`src/rtl/spi_coef_regbank_pkg.sv`:
```
// Shared constants for the SPI coefficient register bank: register map, read filler, pointer widths.
package spi_coef_pkg;

  localparam logic [6:0] ADDR_CONTROL    = 7'h00;
  localparam logic [6:0] ADDR_STATUS     = 7'h01;
  localparam logic [6:0] ADDR_TAP_PTR    = 7'h02;
  localparam logic [6:0] ADDR_FILTER_PTR = 7'h03;
  localparam logic [6:0] ADDR_COEF_LSB   = 7'h04;
  localparam logic [6:0] ADDR_COEF_MSB   = 7'h05;
  localparam logic [6:0] ADDR_AUX        = 7'h06;
  localparam logic [6:0] ADDR_TEST       = 7'h07;
  localparam logic [6:0] ADDR_MOTOR      = 7'h08;
  localparam logic [6:0] ADDR_COMMIT     = 7'h09;

  localparam logic [7:0] READ_DEFAULT = 8'hAD;

  // Index width that never collapses to zero bits for single-entry dimensions.
  function automatic int unsigned ptr_w(input int unsigned n);
    return (n > 1) ? $clog2(n) : 1;
  endfunction

endpackage

```
`src/rtl/spi_coef_regbank_if.sv`:
```
// Register strobe bus between the SPI front end (master) and the register bank (slave).
interface spi_reg_if;
  logic       wr_stb;
  logic       rd_stb;
  logic [6:0] addr;
  logic [7:0] wr_data;
  logic [7:0] rd_data;

  modport master (output wr_stb, rd_stb, addr, wr_data, input rd_data);
  modport slave  (input wr_stb, rd_stb, addr, wr_data, output rd_data);
endinterface

```
`src/rtl/spi_coef_regbank_ram.sv`:
```
// Two-bank FIR coefficient store; registered engine read port.
// COEF_READBACK_EN adds a combinational readback port for SPI reads.
module coef_bank_ram
  import spi_coef_pkg::*;
#(
  parameter int unsigned TAPS    = 8,
  parameter int unsigned FILTERS = 4,
  parameter int unsigned COEF_W  = 16,
  localparam int unsigned TW     = ptr_w(TAPS),
  localparam int unsigned FW     = ptr_w(FILTERS)
) (
  input  logic              i_clk,
  input  logic              i_reset,
  input  logic              i_wr_en,
  input  logic              i_wr_bank,
  input  logic [FW-1:0]     i_wr_filter,
  input  logic [TW-1:0]     i_wr_tap,
  input  logic [COEF_W-1:0] i_wr_data,
  input  logic              i_rd_bank,
  input  logic [FW-1:0]     i_rd_filter,
  input  logic [TW-1:0]     i_rd_tap,
`ifdef COEF_READBACK_EN
  input  logic              i_rb_bank,
  input  logic [FW-1:0]     i_rb_filter,
  input  logic [TW-1:0]     i_rb_tap,
  output logic [COEF_W-1:0] o_rb_data,
`endif
  output logic [COEF_W-1:0] o_rd_data
);

  logic [COEF_W-1:0] r_mem [2][FILTERS][TAPS];
  logic [COEF_W-1:0] r_rd_data;

  // Storage is intentionally not reset.
  always_ff @(posedge i_clk) begin
    if (i_wr_en) begin
      r_mem[i_wr_bank][i_wr_filter][i_wr_tap] <= i_wr_data;
    end
  end

  always_ff @(posedge i_clk) begin
    if (i_reset) begin
      r_rd_data <= '0;
    end else begin
      r_rd_data <= r_mem[i_rd_bank][i_rd_filter][i_rd_tap];
    end
  end

  assign o_rd_data = r_rd_data;

`ifdef COEF_READBACK_EN
  assign o_rb_data = r_mem[i_rb_bank][i_rb_filter][i_rb_tap];
`endif

endmodule

```
`src/rtl/spi_coef_regbank.sv`:
```
// SPI register bank with double-buffered FIR coefficients; swap deferred to sample_stb.
// Optional COEF_READBACK_EN: SPI readback of shadow coefficients via 0x04/0x05.
module spi_coef_regbank
  import spi_coef_pkg::*;
#(
  parameter int unsigned TAPS    = 8,
  parameter int unsigned FILTERS = 4,
  parameter int unsigned COEF_W  = 16,
  localparam int unsigned TW     = ptr_w(TAPS),
  localparam int unsigned FW     = ptr_w(FILTERS)
) (
  input  logic              i_clk,
  input  logic              i_reset,
  spi_reg_if.slave          i_spi,
  input  logic [5:0]        i_status,
  output logic [7:0]        o_control_reg,
  output logic [7:0]        o_aux_port,
  output logic [7:0]        o_test_port,
  output logic [7:0]        o_motor_interval,
  input  logic              i_sample_stb,
  input  logic [FW-1:0]     i_coef_rd_filter,
  input  logic [TW-1:0]     i_coef_rd_tap,
  output logic [COEF_W-1:0] o_coef_rd_data,
  output logic              o_active_bank,
  output logic              o_swap_pending
);

  logic [7:0]        r_control, r_aux, r_test, r_motor, r_lsb, r_rd_data;
  logic [TW-1:0]     r_tap, w_tap_nxt;
  logic [FW-1:0]     r_filter, w_filter_nxt;
  logic              r_active, r_pending;
  logic              w_wr, w_rd, w_coef_we, w_commit, w_adv;
  logic [15:0]       w_word16;
  logic [COEF_W-1:0] w_coef_wr;
  logic [7:0]        w_rd_val;

  assign w_wr      = i_spi.wr_stb;
  assign w_rd      = i_spi.rd_stb;
  assign w_coef_we = w_wr && (i_spi.addr == ADDR_COEF_MSB);
  assign w_commit  = w_wr && (i_spi.addr == ADDR_COMMIT);
  assign w_word16  = {i_spi.wr_data, r_lsb};
  assign w_coef_wr = w_word16[COEF_W-1:0];

`ifdef COEF_READBACK_EN
  logic [COEF_W-1:0] w_rb;
  assign w_adv = w_coef_we || (w_rd && (i_spi.addr == ADDR_COEF_MSB));
`else
  assign w_adv = w_coef_we;
`endif

  always_comb begin
    w_tap_nxt    = r_tap;
    w_filter_nxt = r_filter;
    if (w_adv) begin
      if (r_tap == TW'(TAPS - 1)) begin
        w_tap_nxt    = '0;
        w_filter_nxt = (r_filter == FW'(FILTERS - 1)) ? '0 : r_filter + 1'b1;
      end else begin
        w_tap_nxt = r_tap + 1'b1;
      end
    end
    // Out-of-range pointer writes are dropped; explicit writes beat auto-increment.
    if (w_wr && (i_spi.addr == ADDR_TAP_PTR) && (32'(i_spi.wr_data) < TAPS)) begin
      w_tap_nxt = i_spi.wr_data[TW-1:0];
    end
    if (w_wr && (i_spi.addr == ADDR_FILTER_PTR) && (32'(i_spi.wr_data) < FILTERS)) begin
      w_filter_nxt = i_spi.wr_data[FW-1:0];
    end
  end

  always_comb begin
    w_rd_val = READ_DEFAULT;
    case (i_spi.addr)
      ADDR_CONTROL:    w_rd_val = r_control;
      ADDR_STATUS:     w_rd_val = {r_pending, r_active, i_status};
      ADDR_TAP_PTR:    w_rd_val = 8'(r_tap);
      ADDR_FILTER_PTR: w_rd_val = 8'(r_filter);
      ADDR_AUX:        w_rd_val = r_aux;
      ADDR_TEST:       w_rd_val = r_test;
      ADDR_MOTOR:      w_rd_val = r_motor;
`ifdef COEF_READBACK_EN
      ADDR_COEF_LSB:   w_rd_val = w_rb[7:0];
      ADDR_COEF_MSB:   w_rd_val = 8'(w_rb >> 8);
`endif
      default:         w_rd_val = READ_DEFAULT;
    endcase
  end

  always_ff @(posedge i_clk) begin
    if (i_reset) begin
      r_control <= '0;
      r_aux     <= '0;
      r_test    <= '0;
      r_motor   <= '0;
      r_lsb     <= '0;
      r_rd_data <= '0;
      r_tap     <= '0;
      r_filter  <= '0;
      r_active  <= 1'b0;
      r_pending <= 1'b0;
    end else begin
      r_tap    <= w_tap_nxt;
      r_filter <= w_filter_nxt;
      if (w_rd) r_rd_data <= w_rd_val;
      if (w_wr) begin
        case (i_spi.addr)
          ADDR_CONTROL:  r_control <= i_spi.wr_data;
          ADDR_COEF_LSB: r_lsb     <= i_spi.wr_data;
          ADDR_AUX:      r_aux     <= i_spi.wr_data;
          ADDR_TEST:     r_test    <= i_spi.wr_data;
          ADDR_MOTOR:    r_motor   <= i_spi.wr_data;
          default:       ;
        endcase
      end
      // A commit landing on the swap cycle re-arms pending for the next boundary.
      if (i_sample_stb && r_pending) begin
        r_active  <= ~r_active;
        r_pending <= w_commit;
      end else if (w_commit) begin
        r_pending <= 1'b1;
      end
    end
  end

  coef_bank_ram #(
    .TAPS    (TAPS),
    .FILTERS (FILTERS),
    .COEF_W  (COEF_W)
  ) u_ram (
    .i_clk       (i_clk),
    .i_reset     (i_reset),
    .i_wr_en     (w_coef_we),
    .i_wr_bank   (~r_active),
    .i_wr_filter (r_filter),
    .i_wr_tap    (r_tap),
    .i_wr_data   (w_coef_wr),
    .i_rd_bank   (r_active),
    .i_rd_filter (i_coef_rd_filter),
    .i_rd_tap    (i_coef_rd_tap),
`ifdef COEF_READBACK_EN
    .i_rb_bank   (~r_active),
    .i_rb_filter (r_filter),
    .i_rb_tap    (r_tap),
    .o_rb_data   (w_rb),
`endif
    .o_rd_data   (o_coef_rd_data)
  );

  assign i_spi.rd_data    = r_rd_data;
  assign o_control_reg    = r_control;
  assign o_aux_port       = r_aux;
  assign o_test_port      = r_test;
  assign o_motor_interval = r_motor;
  assign o_active_bank    = r_active;
  assign o_swap_pending   = r_pending;

endmodule

```
`src/flat_wrapper.sv`:
```
// flat-port wrapper written by rule: the top's interface ports become plain ports
module spi_coef_regbank_flat import spi_coef_pkg::*;
#(
  parameter int unsigned TAPS    = 8,
  parameter int unsigned FILTERS = 4,
  parameter int unsigned COEF_W  = 16,
  localparam int unsigned TW     = ptr_w(TAPS),
  localparam int unsigned FW     = ptr_w(FILTERS)
)
  (i_clk, i_reset, i_status, o_control_reg, o_aux_port, o_test_port, o_motor_interval, i_sample_stb, i_coef_rd_filter, i_coef_rd_tap, o_coef_rd_data, o_active_bank, o_swap_pending, i_spi_wr_stb, i_spi_rd_stb, i_spi_addr, i_spi_wr_data, i_spi_rd_data);
  spi_reg_if i_spi_i ();
  input  logic i_clk;
  input  logic i_reset;
  input  logic [5:0] i_status;
  output logic [7:0] o_control_reg;
  output logic [7:0] o_aux_port;
  output logic [7:0] o_test_port;
  output logic [7:0] o_motor_interval;
  input  logic i_sample_stb;
  input  logic [FW-1:0] i_coef_rd_filter;
  input  logic [TW-1:0] i_coef_rd_tap;
  output logic [COEF_W-1:0] o_coef_rd_data;
  output logic o_active_bank;
  output logic o_swap_pending;
  input wire logic [$bits(i_spi_i.wr_stb)-1:0] i_spi_wr_stb;
  input wire logic [$bits(i_spi_i.rd_stb)-1:0] i_spi_rd_stb;
  input wire logic [$bits(i_spi_i.addr)-1:0] i_spi_addr;
  input wire logic [$bits(i_spi_i.wr_data)-1:0] i_spi_wr_data;
  output wire logic [$bits(i_spi_i.rd_data)-1:0] i_spi_rd_data;
  assign i_spi_i.wr_stb = i_spi_wr_stb;
  assign i_spi_i.rd_stb = i_spi_rd_stb;
  assign i_spi_i.addr = i_spi_addr;
  assign i_spi_i.wr_data = i_spi_wr_data;
  assign i_spi_rd_data = i_spi_i.rd_data;
  spi_coef_regbank #(.TAPS(TAPS), .FILTERS(FILTERS), .COEF_W(COEF_W)) u_core (.i_clk(i_clk), .i_reset(i_reset), .i_spi(i_spi_i), .i_status(i_status), .o_control_reg(o_control_reg), .o_aux_port(o_aux_port), .o_test_port(o_test_port), .o_motor_interval(o_motor_interval), .i_sample_stb(i_sample_stb), .i_coef_rd_filter(i_coef_rd_filter), .i_coef_rd_tap(i_coef_rd_tap), .o_coef_rd_data(o_coef_rd_data), .o_active_bank(o_active_bank), .o_swap_pending(o_swap_pending));
endmodule
```
`config.mk`:
```
export PLATFORM = sky130hd
export DESIGN_NAME = spi_coef_regbank_flat
export DESIGN_NICKNAME = d
export VERILOG_FILES = /design/src/rtl/spi_coef_regbank_pkg.sv /design/src/rtl/spi_coef_regbank_if.sv /design/src/rtl/spi_coef_regbank_ram.sv /design/src/rtl/spi_coef_regbank.sv /design/src/flat_wrapper.sv
export SDC_FILE = /design/constraint.sdc
export NUM_CORES = 1
export LEC_CHECK = 0
export BUFFER_PORTS_ARGS = -buffer_cell sky130_fd_sc_hd__clkbuf_2
export CAP_MARGIN = 20
export CORE_MARGIN = 4
export CORE_UTILIZATION = 31
export CTS_BUF_LIST = sky130_fd_sc_hd__clkbuf_4
export DETAILED_ROUTE_END_ITERATION = 7
export GPL_ROUTABILITY_DRIVEN = 0
export PLACE_DENSITY_LB_ADDON = 0.12
export SETUP_SLACK_MARGIN = 0.4
export SYNTH_ARGS = -nofsm -noshare
export SYNTH_HDL_FRONTEND = slang
export SYNTH_SLANG_ARGS = --single-unit
```
`constraint.sdc`:
```
create_clock -name i_clk -period 3.1 [get_ports i_clk]
set_clock_uncertainty 0.05 [all_clocks]
set_input_delay 0 -clock i_clk [delete_from_list [all_inputs] [get_ports i_clk]]
set_output_delay 0 -clock i_clk [all_outputs]
set_load 0.01 [all_outputs]
```
# Word level (Yosys, flattened, before mapping)
# Memory sizes are Yosys's and may differ from the RTL's. A register that Yosys moved wholly into a read port is not among the register bits.
# Index checks and enable logic that the tools add are counted.
# totals
elab_cells,82
memories,1
register_bits,71
input_bits,31
ramBits,1024
output_inout_bits,58
# op_classes
n_reduce_logical,20
mux,24
n_bitwise,5
addsub,2
eq_ne,11
n_lt_le_gt_ge,8
# mem_list
name,words,word_bits,read_ports,rd_clocked_by_memory_dff,write_ports,line,rtl
u_core.u_ram.r_mem,2,512,1,1,1,spi_coef_regbank_ram.sv:31,logic [COEF_W-1:0] r_mem [2][FILTERS][TAPS];
# ops
cell,n
512-bit two-way mux,1
128-bit two-way mux,3
128-bit binary-select mux with 2-bit select,1
128-bit demux with 2-bit select,1
8-bit one-hot mux with 7 select lines,1
16-bit binary-select mux with 3-bit select,1
16-bit demux with 3-bit select,1
16-bit two-way mux,3
"7-bit by 3-bit equality test with 1-bit output, second input constant",4
"7-bit by 2-bit equality test with 1-bit output, second input constant",2
"7-bit by 4-bit equality test with 1-bit output, second input constant",2
2-bit AND reduction,6
1-bit logical AND,9
3-bit two-way mux,3
"4-bit greater-or-equal comparator, second input constant",2
"8-bit by 3-bit < comparator with 1-bit output, second input constant",1
"8-bit by 4-bit < comparator with 1-bit output, second input constant",1
2-bit two-way mux,4
3-bit NOT with 4-bit output,2
2-bit nonzero test,4
"7-bit by 1-bit equality test with 1-bit output, second input constant",1
7-bit zero test,1
"3-bit greater-or-equal comparator, second input constant",2
2-bit NOT with 3-bit output,2
8 further kinds,12

# Longest topological paths before layout
# Gate-level depths: netlist of run 1.
# depth
depth_word,8
ltp_mapped,10
mapped_depth_nobuf,7

# Modules after synthesis
# A second synthesis of run 1 with hierarchy kept.
# unflattened
cells_unflattened,2060
area_unflattened_um2,42558.3
# by_module_without_submodules
mod,seq_area_each_um2,area_per_inst_um2,cells_each,n_inst
coef_bank_ram,31069.8,39884.5,1776,1
spi_coef_regbank,1101.1,2673.8,284,1

# Worst setup path before layout of run 1
# Ideal clock, no wire load.
# synth_path
kind,input to register
startpoint,in i_spi_addr[6]
endpoint,"mem u_core.u_ram.r_mem[0][256] (netlist name), enable pin"
path_buffers,1
path_slack_ps,679
setup_ps,389
arrival_time_ps,1982
path_stages,5
required_time_ps,2661
cell_sequence,or3_1 -> clkbuf_1 -> nor3_2 -> nand3_1 -> nor2_1
# synth_between
elab_chain_cells,4
# synth_lines
item,line,rtl
"start, declared",flat_wrapper.sv:27,input wire logic [$bits(i_spi_i.addr)-1:0] i_spi_addr;
7-bit by 3-bit equality test with 1-bit output,spi_coef_regbank.sv:39,assign w_coef_we = w_wr && (i_spi.addr == ADDR_COEF_MSB);
1-bit logical AND,spi_coef_regbank.sv:39,
1-bit two-way mux,spi_coef_regbank_ram.sv:36,if (i_wr_en) begin
512-bit two-way mux (implied by the code),spi_coef_regbank_ram.sv:37,r_mem[i_wr_bank][i_wr_filter][i_wr_tap] <= i_wr_data;
"end, declared",spi_coef_regbank_ram.sv:31,
# No other way between the ends.

# Worst setup path in the final report of run 1
# layout_path
startpoint,in i_spi_addr[2]
endpoint,reg u_core.r_rd_data[1] (netlist: u_core.i_spi.rd_data[1])
# layout_between
elab_chain_cells,2
elab_cells_between_ends,8
cone_classes,eq/ne (6); mux (1); reduce/logical (1)
# layout_lines
item,line,rtl
7-bit by 4-bit equality test with 1-bit output (tied with other cells),spi_coef_regbank.sv:73,case (i_spi.addr)
8-bit one-hot mux with 7 select lines (*),spi_coef_regbank.sv:73,
"end signal, assigned",spi_coef_regbank.sv:104,if (w_rd) r_rd_data <= w_rd_val;
"end, declared",spi_coef_regbank.sv:28,"logic [7:0] r_control, r_aux, r_test, r_motor, r_lsb, r_rd_data;"
# Mark *: on every way between the ends. The rest lies on a longest branch, timed or not.
# A chain may end at the register's enable or synchronous reset.

==> impl_metrics.env, run 1 <==
export IMPL_outcome="finished, final reports clean"
export IMPL_setup_tns_final_ns=0
export IMPL_drt_pass1_iterations=5
export IMPL_cts_buffers=314
export IMPL_p_leak_nw=16.4
export IMPL_rsz0062_at_grt="yes"
export IMPL_synth_edf_count=1024
export IMPL_clk_latency_ns=1.22
export IMPL_hp_class="primary input to flip-flop"
export IMPL_seqCellArea_um2=32200
export IMPL_fillers=12576
export IMPL_largest_reg_flops=1024
export IMPL_area_growth_pct=20.5
export IMPL_p_per_area_nw_per_um2=583
export IMPL_path_class="primary input to flip-flop"
export IMPL_core_area_um2=135000
export IMPL_fin_area_um2=50900
export IMPL_antenna_left=0
export IMPL_grt_pass1_wl_mm=180
export IMPL_num_vias=22993
export IMPL_drive_gt1_share_pct=40.2
export IMPL_grt_max_degree=70
export IMPL_start_util_pct=31.2
export IMPL_via_per_inst=5.01
export IMPL_io_pins=89
export IMPL_die_y_um=377
export IMPL_critPathLaunch="i_spi_addr[2]"
export IMPL_synth_seq_area_share_pct=76.2
export IMPL_syn_area_per_cell_um2=21.2
export IMPL_tightest_slew_ns=1.04
export IMPL_yosysTopAreaCell="edfxtp_1"
export IMPL_overflow=0
export IMPL_yosysWarnings=0
export IMPL_maxSlewViolCount=0
export IMPL_placed_cell_area_um2=46300
export IMPL_synthFlopType="edfxtp_1"
export IMPL_dp_hpwl_mm=78.0
export IMPL_layout_min_cycle_time_ns=2.78
export IMPL_maxCapViolations=0
export IMPL_ys_top_cells_by_area="edfxtp_1 73%, mux4_2 14%, dfxtp_1 3.4%, mux2i_1 1.6%, nor2_1 1.1%"
export IMPL_wire_per_inst_um=27.8
export IMPL_cp_start_kind="primary input"
export IMPL_cts_max_path_buffers=4
export IMPL_arrival_ns=3.85
export IMPL_finalHoldViolations=0
export IMPL_top_register="u_core.u_ram.r_mem"
export IMPL_post_place_ws_ns=-0.0125
export IMPL_worst_path_max_fanout=5
export IMPL_die_area_um2=142000
export IMPL_fmaxAchievable_mhz=359
export IMPL_reg2reg_depth=7
export IMPL_fin_crit_sh_pct=89.8
export IMPL_syn_area_um2=42200
export IMPL_cts_tree="yes"
export IMPL_final_util_pct=37.6
export IMPL_cts_root_buffer="clkbuf_4"
export IMPL_crit_end="u_core.i_spi.rd_data[1]$_SDFFE_PP0P_"
export IMPL_clkSinkCount=1096
export IMPL_routed_wl_mm=128
export IMPL_setup_viol=0
export IMPL_ir_drop_v=0.000365
export IMPL_htreeDepth=5
export IMPL_reg2reg_slack_ns=0.48
export IMPL_grt_usage_pct=18.0
export IMPL_synth_top_area_share_pct=72.8
export IMPL_clkTransAtPathRegs_ns=0.09
export IMPL_final_cells=4592
export IMPL_multiInputGateArea_um2=9460
export IMPL_port_buffers=88
export IMPL_netlist_instances=1994
export IMPL_first_iter_violations=2050
export IMPL_cp_end_kind="flip-flop"
export IMPL_synth_async_reset_ratio_pct=0
export IMPL_grt_pass1_vias=24453
export IMPL_num_rows=135
export IMPL_reg2reg_to="u_core.u_ram.o_rd_data[14]$_SDFF_PP0_"
export IMPL_antenna_found_initial=7
export IMPL_nets=2644
export IMPL_drcViolationCount=0
export IMPL_ys_seq_elements=1096
export IMPL_synth_distinct_cells=58
export IMPL_fin_ws_ns=0.315
export IMPL_dp_cells=3979
export IMPL_synth_nets=2031
export IMPL_worst_endpoint_required_ns=4.17
export IMPL_die_x_um=377
export IMPL_maxSlewHeadroom_pct=29.9
[layer usage]
metal	vias up	share of wire [%]	track usage [%]
met4	0	2.2	5.75
met1	12220	44	24.1
met5	-	0	0
met3	197	6.4	4.85
met2	824	48	28.7
li1	9752	-	-
[report_power, final]
group | internal, W | switching, W | total, W
clock network | 0.00666 | 0.00584 | 0.0125
logic | 0.000397 | 0.000643 | 0.00104
registers | 0.0161 | 0.0000388 | 0.0161
[stage by stage]
| step | hold WS, ns | power (W) |
|---|---|---|
| finish | 0.181 | 0.0297 |
| global route | 0.0766 | 0.0311 |
| CTS | 0.0201 | 0.0302 |
| detailed placement | 0.241 | 0.0174 |
| global placement | 0.245 | 0.0174 |
| floorplan | 0.0489 | 0.0168 |
[kinds of logic (layout without fill, tap and decap cells)]
kind of cell / after synthesis / in the layout / share of synthesized area (%)
DFF: 1096 / 1096 / 76.2
xor gates and xnor gates: 1 / 1 / 0.0207
AOI/OAI and AO/OA: 160 / 160 / 2.64
muxes: 356 / 356 / 16.4
buffers and inverters: 115 / 926 / 1.70
other: 0 / 6 / 0
and+or+nand+nor: 260 / 260 / 2.91
adders and majority gates: 6 / 6 / 0.178
[cells in the final DEF (no fill, tap or decap), drive strengths merged, types with 2 or more instances in the layout]
| master | n |
|---|---|
| nand3b | 4 |
| o22ai | 50 |
| a222oi | 3 |
| o22a | 4 |
| a22oi | 5 |
| nand2 | 32 |
| clkbuf | 534 |
| or3 | 3 |
| nand3 | 24 |
| o41ai | 4 |
| buf | 232 |
| clkinv | 58 |
| diode | 6 |
| edfxtp | 1024 |
| mux4 | 265 |
| o2bb2ai | 5 |
| mux2 | 22 |
| nor4 | 2 |
| nor3 | 13 |
| nand2b | 15 |
| ha | 6 |
| dlygate4sd3 | 87 |
| or4 | 8 |
| nor2 | 125 |
| a22o | 2 |
| nor2b | 22 |
| a211o | 4 |
| o31ai | 6 |
| a21oi | 21 |
| o21bai | 2 |
| o221ai | 7 |
| o21ai | 12 |
| mux2i | 69 |
| a211oi | 20 |
| or2 | 5 |
| inv | 13 |
| a221oi | 9 |
| dfxtp | 72 |
[worst max-delay path: stages]
cell and delay [ns]:
dlygate4sd3_1 0.53, clkbuf_2 0.15, dlygate4sd3_1 0.65, nor4_1 0.91
nand2_1 0.12, dlygate4sd3_1 0.60, a31o_2 0.20, dlygate4sd3_1 0.55
a21oi_1 0.14
[worst min-delay path by stage]
stage,start,endpoint,slack [ns],cells after the start
2_1_floorplan,i_spi_wr_data[0],u_core.u_ram.r_mem[0][104]$_DFFE_PP_,0.05,0
3_3_place_gp,i_sample_stb,u_core.o_swap_pending$_SDFFE_PP0P_,0.25,4
3_5_place_dp,i_sample_stb,u_core.o_swap_pending$_SDFFE_PP0P_,0.24,4
4_1_cts,i_spi_wr_data[4],u_core.u_ram.r_mem[0][252]$_DFFE_PP_,0.02,3
5_1_grt,i_spi_wr_data[4],u_core.u_ram.r_mem[1][188]$_DFFE_PP_,0.08,3
6_report,i_spi_addr[4],u_core.r_filter[1]$_SDFFE_PP0P_,0.18,8
[final cells by class]
| class | count | share of cell area [%] |
|---|---|---|
| well taps | 1781 | 4.38 |
| repair buffers | 405 | 6.53 |
| inverters | 7 | 0.0516 |
| clock inverters | 65 | 0.541 |
| multi-input cells | 783 | 18.6 |
| clock buffers | 449 | 6.62 |
| diodes | 6 | 0.0295 |
| flip-flops and latches | 1096 | 63.3 |
[cells in the mapped netlist (all sizes together), types with 5 or more instances]
cell        n
or4         8
nand2b     15
nor2      125
a211oi     20
nor3       13
dfxtp      72
o221ai      7
o21ai      12
nor2b      22
o22ai      50
buf        74
mux2i      69
edfxtp   1024
o2bb2ai     5
nand3      24
a21oi      21
ha          6
nand2      32
or2         5
o31ai       6
mux2       22
a221oi      9
inv         7
a22oi       5
clkbuf     34
mux4      265
[what timing repair did]
item,in CTS,in global routing
endpoints found under the hold margin,1517,0
setup buffers,5,0
resized for setup,6,7
hold buffers,88,0
endpoints found under the setup margin,12,14
(Power assumes the default switching activity.)
==> run 2, diff against run 1 <==
Settings changed: CORE_UTILIZATION 31 to 25, RECOVER_POWER from default to 100.
==> run 2 against run 1 <==
The flow now finishes with violations (max-capacitance violations, max-slew violations); combinational power about the same; clock-buffer cell count rose by 34; first-iteration DRC count fell by 21%; power up 3.1%; largest cell class unchanged.
==> impl_metrics.env, run 2 (same netlist as run 1, synthesis figures left out) <==
export IMPL_outcome="complete, but fails checks"
export IMPL_failed_checks="max-capacitance violations, max-slew violations"
export IMPL_cts_setup_buffers=0
export IMPL_die_x_um=419
export IMPL_num_vias=22946
export IMPL_first_iter_violations=1626
export IMPL_worst_path_max_fanout=12
export IMPL_hp_class="primary input to flip-flop"
export IMPL_cp_slowest_cell="nor3_1"
export IMPL_p_per_area_nw_per_um2=598
export IMPL_p_int_w=0.0237
export IMPL_final_common_cell="edfxtp_1"
export IMPL_post_place_ws_ns=0.313
export IMPL_drt_pass1_iterations=5
export IMPL_maxSlewViolCount=613
export IMPL_top_register="u_core.u_ram.r_mem"
export IMPL_setup_tns_final_ns=0
export IMPL_worst_endpoint_required_ns=3.92
export IMPL_clk_latency_ns=1.23
export IMPL_antenna_left=0
export IMPL_largest_reg_flops=1024
export IMPL_path_class="primary input to flip-flop"
export IMPL_tightest_slew_ns=2.04
export IMPL_p_leak_nw=16.1
export IMPL_area_growth_pct=21.1
export IMPL_swShare_pct=22.5
export IMPL_clkTransAtPathRegs_ns=0.06
export IMPL_max_stage_delay_ns=0.67
export IMPL_cp_end_kind="flip-flop"
export IMPL_fmaxAchievable_mhz=348
export IMPL_grt_max_degree=70
export IMPL_clkSinkCount=1096
export IMPL_fin_crit_sh_pct=92.6
export IMPL_antenna_found_initial=9
export IMPL_cts_root_buffer="clkbuf_4"
export IMPL_via_per_inst=4.55
export IMPL_path_cells="dlygate4sd3_1, clkbuf_2, dlygate4sd3_1, or3_1, nor3_1, nand3_1, clkbuf_1, nor2_1, clkbuf_2"
export IMPL_cts_max_path_buffers=4
export IMPL_finalHoldViolations=0
export IMPL_critical_path_buf_inv_count=5
export IMPL_grt_pass1_wl_mm=192
export IMPL_arrival_ns=3.70
export IMPL_mostFrequentLayoutCells="1024 x edfxtp_1, 484 x clkbuf_4, 265 x mux4_2"
export IMPL_dp_hpwl_mm=82.1
export IMPL_met1_length_mm=62.4
export IMPL_fillers=16516
export IMPL_port_buffers=88
export IMPL_core_area_um2=168000
export IMPL_wl_met3_mm=5.97
export IMPL_sequentialPowerShare_pct=52.7
export IMPL_die_area_um2=176000
export IMPL_grt_usage_pct=15.5
export IMPL_maxSlewHeadroom_pct=-36.1
export IMPL_drive_gt1_share_pct=36.0
export IMPL_htreeDepth=5
export IMPL_pwr_share_clk_pct=43.9
export IMPL_highest_layer="met4"
export IMPL_fin_ws_ns=0.229
export IMPL_switching_power_w=0.00688
export IMPL_ir_drop_v=0.000278
export IMPL_start_util_pct=25.2
export IMPL_combPwrFrac_pct=3.4
export IMPL_met2_length_mm=64.9
export IMPL_layout_min_cycle_time_ns=2.87
export IMPL_rsz0062_at_grt="yes"
export IMPL_wire_per_inst_um=27.1
export IMPL_cp_start_kind="primary input"
export IMPL_drcViolationCount=0
export IMPL_power_w=0.0306
export IMPL_grt_pass1_vias=24898
export IMPL_nets=2625
export IMPL_cts_buffers=327
export IMPL_maxCapViolations=12
export IMPL_die_y_um=419
export IMPL_overflow=0
export IMPL_num_rows=150
export IMPL_io_pins=89
export IMPL_critPathTopFamily="buffers and inverters"
export IMPL_cts_tree="yes"
export IMPL_setup_viol=0
export IMPL_routed_wl_mm=136
## run 2: worst paths after layout
path | depth (start not counted) | start | slack (ns) | end
worst min-delay path | 7 | i_spi_addr[6] | 0.05 | u_core.i_spi.rd_data[4]$_SDFFE_PP0P_
worst min register to register | 2 | u_core.i_spi.rd_data[1]$_SDFFE_PP0P_ | 0.42 | u_core.i_spi.rd_data[1]$_SDFFE_PP0P_
worst max register to register | 7 | flip-flop | 0.27 | u_core.u_ram.o_rd_data[12]$_SDFF_PP0_
worst max-delay path | 9 | i_spi_addr[4] | 0.23 | u_core.u_ram.r_mem[0][2]$_DFFE_PP_
## run 2: layout make-up
type / instances / area (um2) / area share (%)
Sequential cell: 1096 / 32200 / 62.9
Multi-Input combinational cell: 783 / 9430 / 18.4
Clock buffer: 483 / 3630 / 7.09
Tap cell: 2204 / 2760 / 5.39
Timing Repair Buffer: 373 / 2730 / 5.33
Clock inverter: 78 / 357 / 0.697
Antenna cell: 14 / 35.0 / 0.0685
Inverter: 7 / 26.3 / 0.0514
## run 2: metal layers
layer  track usage, %  up-vias
met5                0        -
met4             4.93        0
met3             2.79      245
met2             25.1      697
met1             21.2    12246
li1                 -     9758
## run 2: timing repair
item,CTS,global route
setup endpoints to repair,1,23
gates resized for setup,1,12
hold buffers,94,0
hold endpoints to repair,1128,0
## run 2: worst min-delay path: cells and delay by family
family | cells | cell delay (ns)
AO/OA/AOI/OAI | 3 | 0.36
buffers and inverters | 2 | 0.66
AND/OR/NAND/NOR | 2 | 0.24
## run 2: power groups by stage
stage / clock [W] / combinational (W) / sequential, W
2_1_floorplan: 0 / 0.000433 / 0.0164
3_3_place_gp: 0 / 0.000986 / 0.0164
3_5_place_dp: 0 / 0.000992 / 0.0164
4_1_cts: 0.0140 / 0.00107 / 0.0161
5_1_grt: 0.0149 / 0.00109 / 0.0161
6_report: 0.0134 / 0.00103 / 0.0161
## run 2: metrics by stage
| step | cells | utilization [%] | area (um2) | hold WS, ns |
|---|---|---|---|---|
| finish | 5038 | 30.5 | 51200 | 0.0489 |
| global route | 5032 | 30.5 | 51100 | 0.0267 |
| CTS | 5024 | 30.7 | 51500 | 0.00240 |
| detailed placement | 4369 | 27.8 | 46600 | 0.295 |
| global placement | 4369 | 27.8 | 46600 | 0.259 |
| floorplan | 1994 | - | 42200 | 0.0489 |
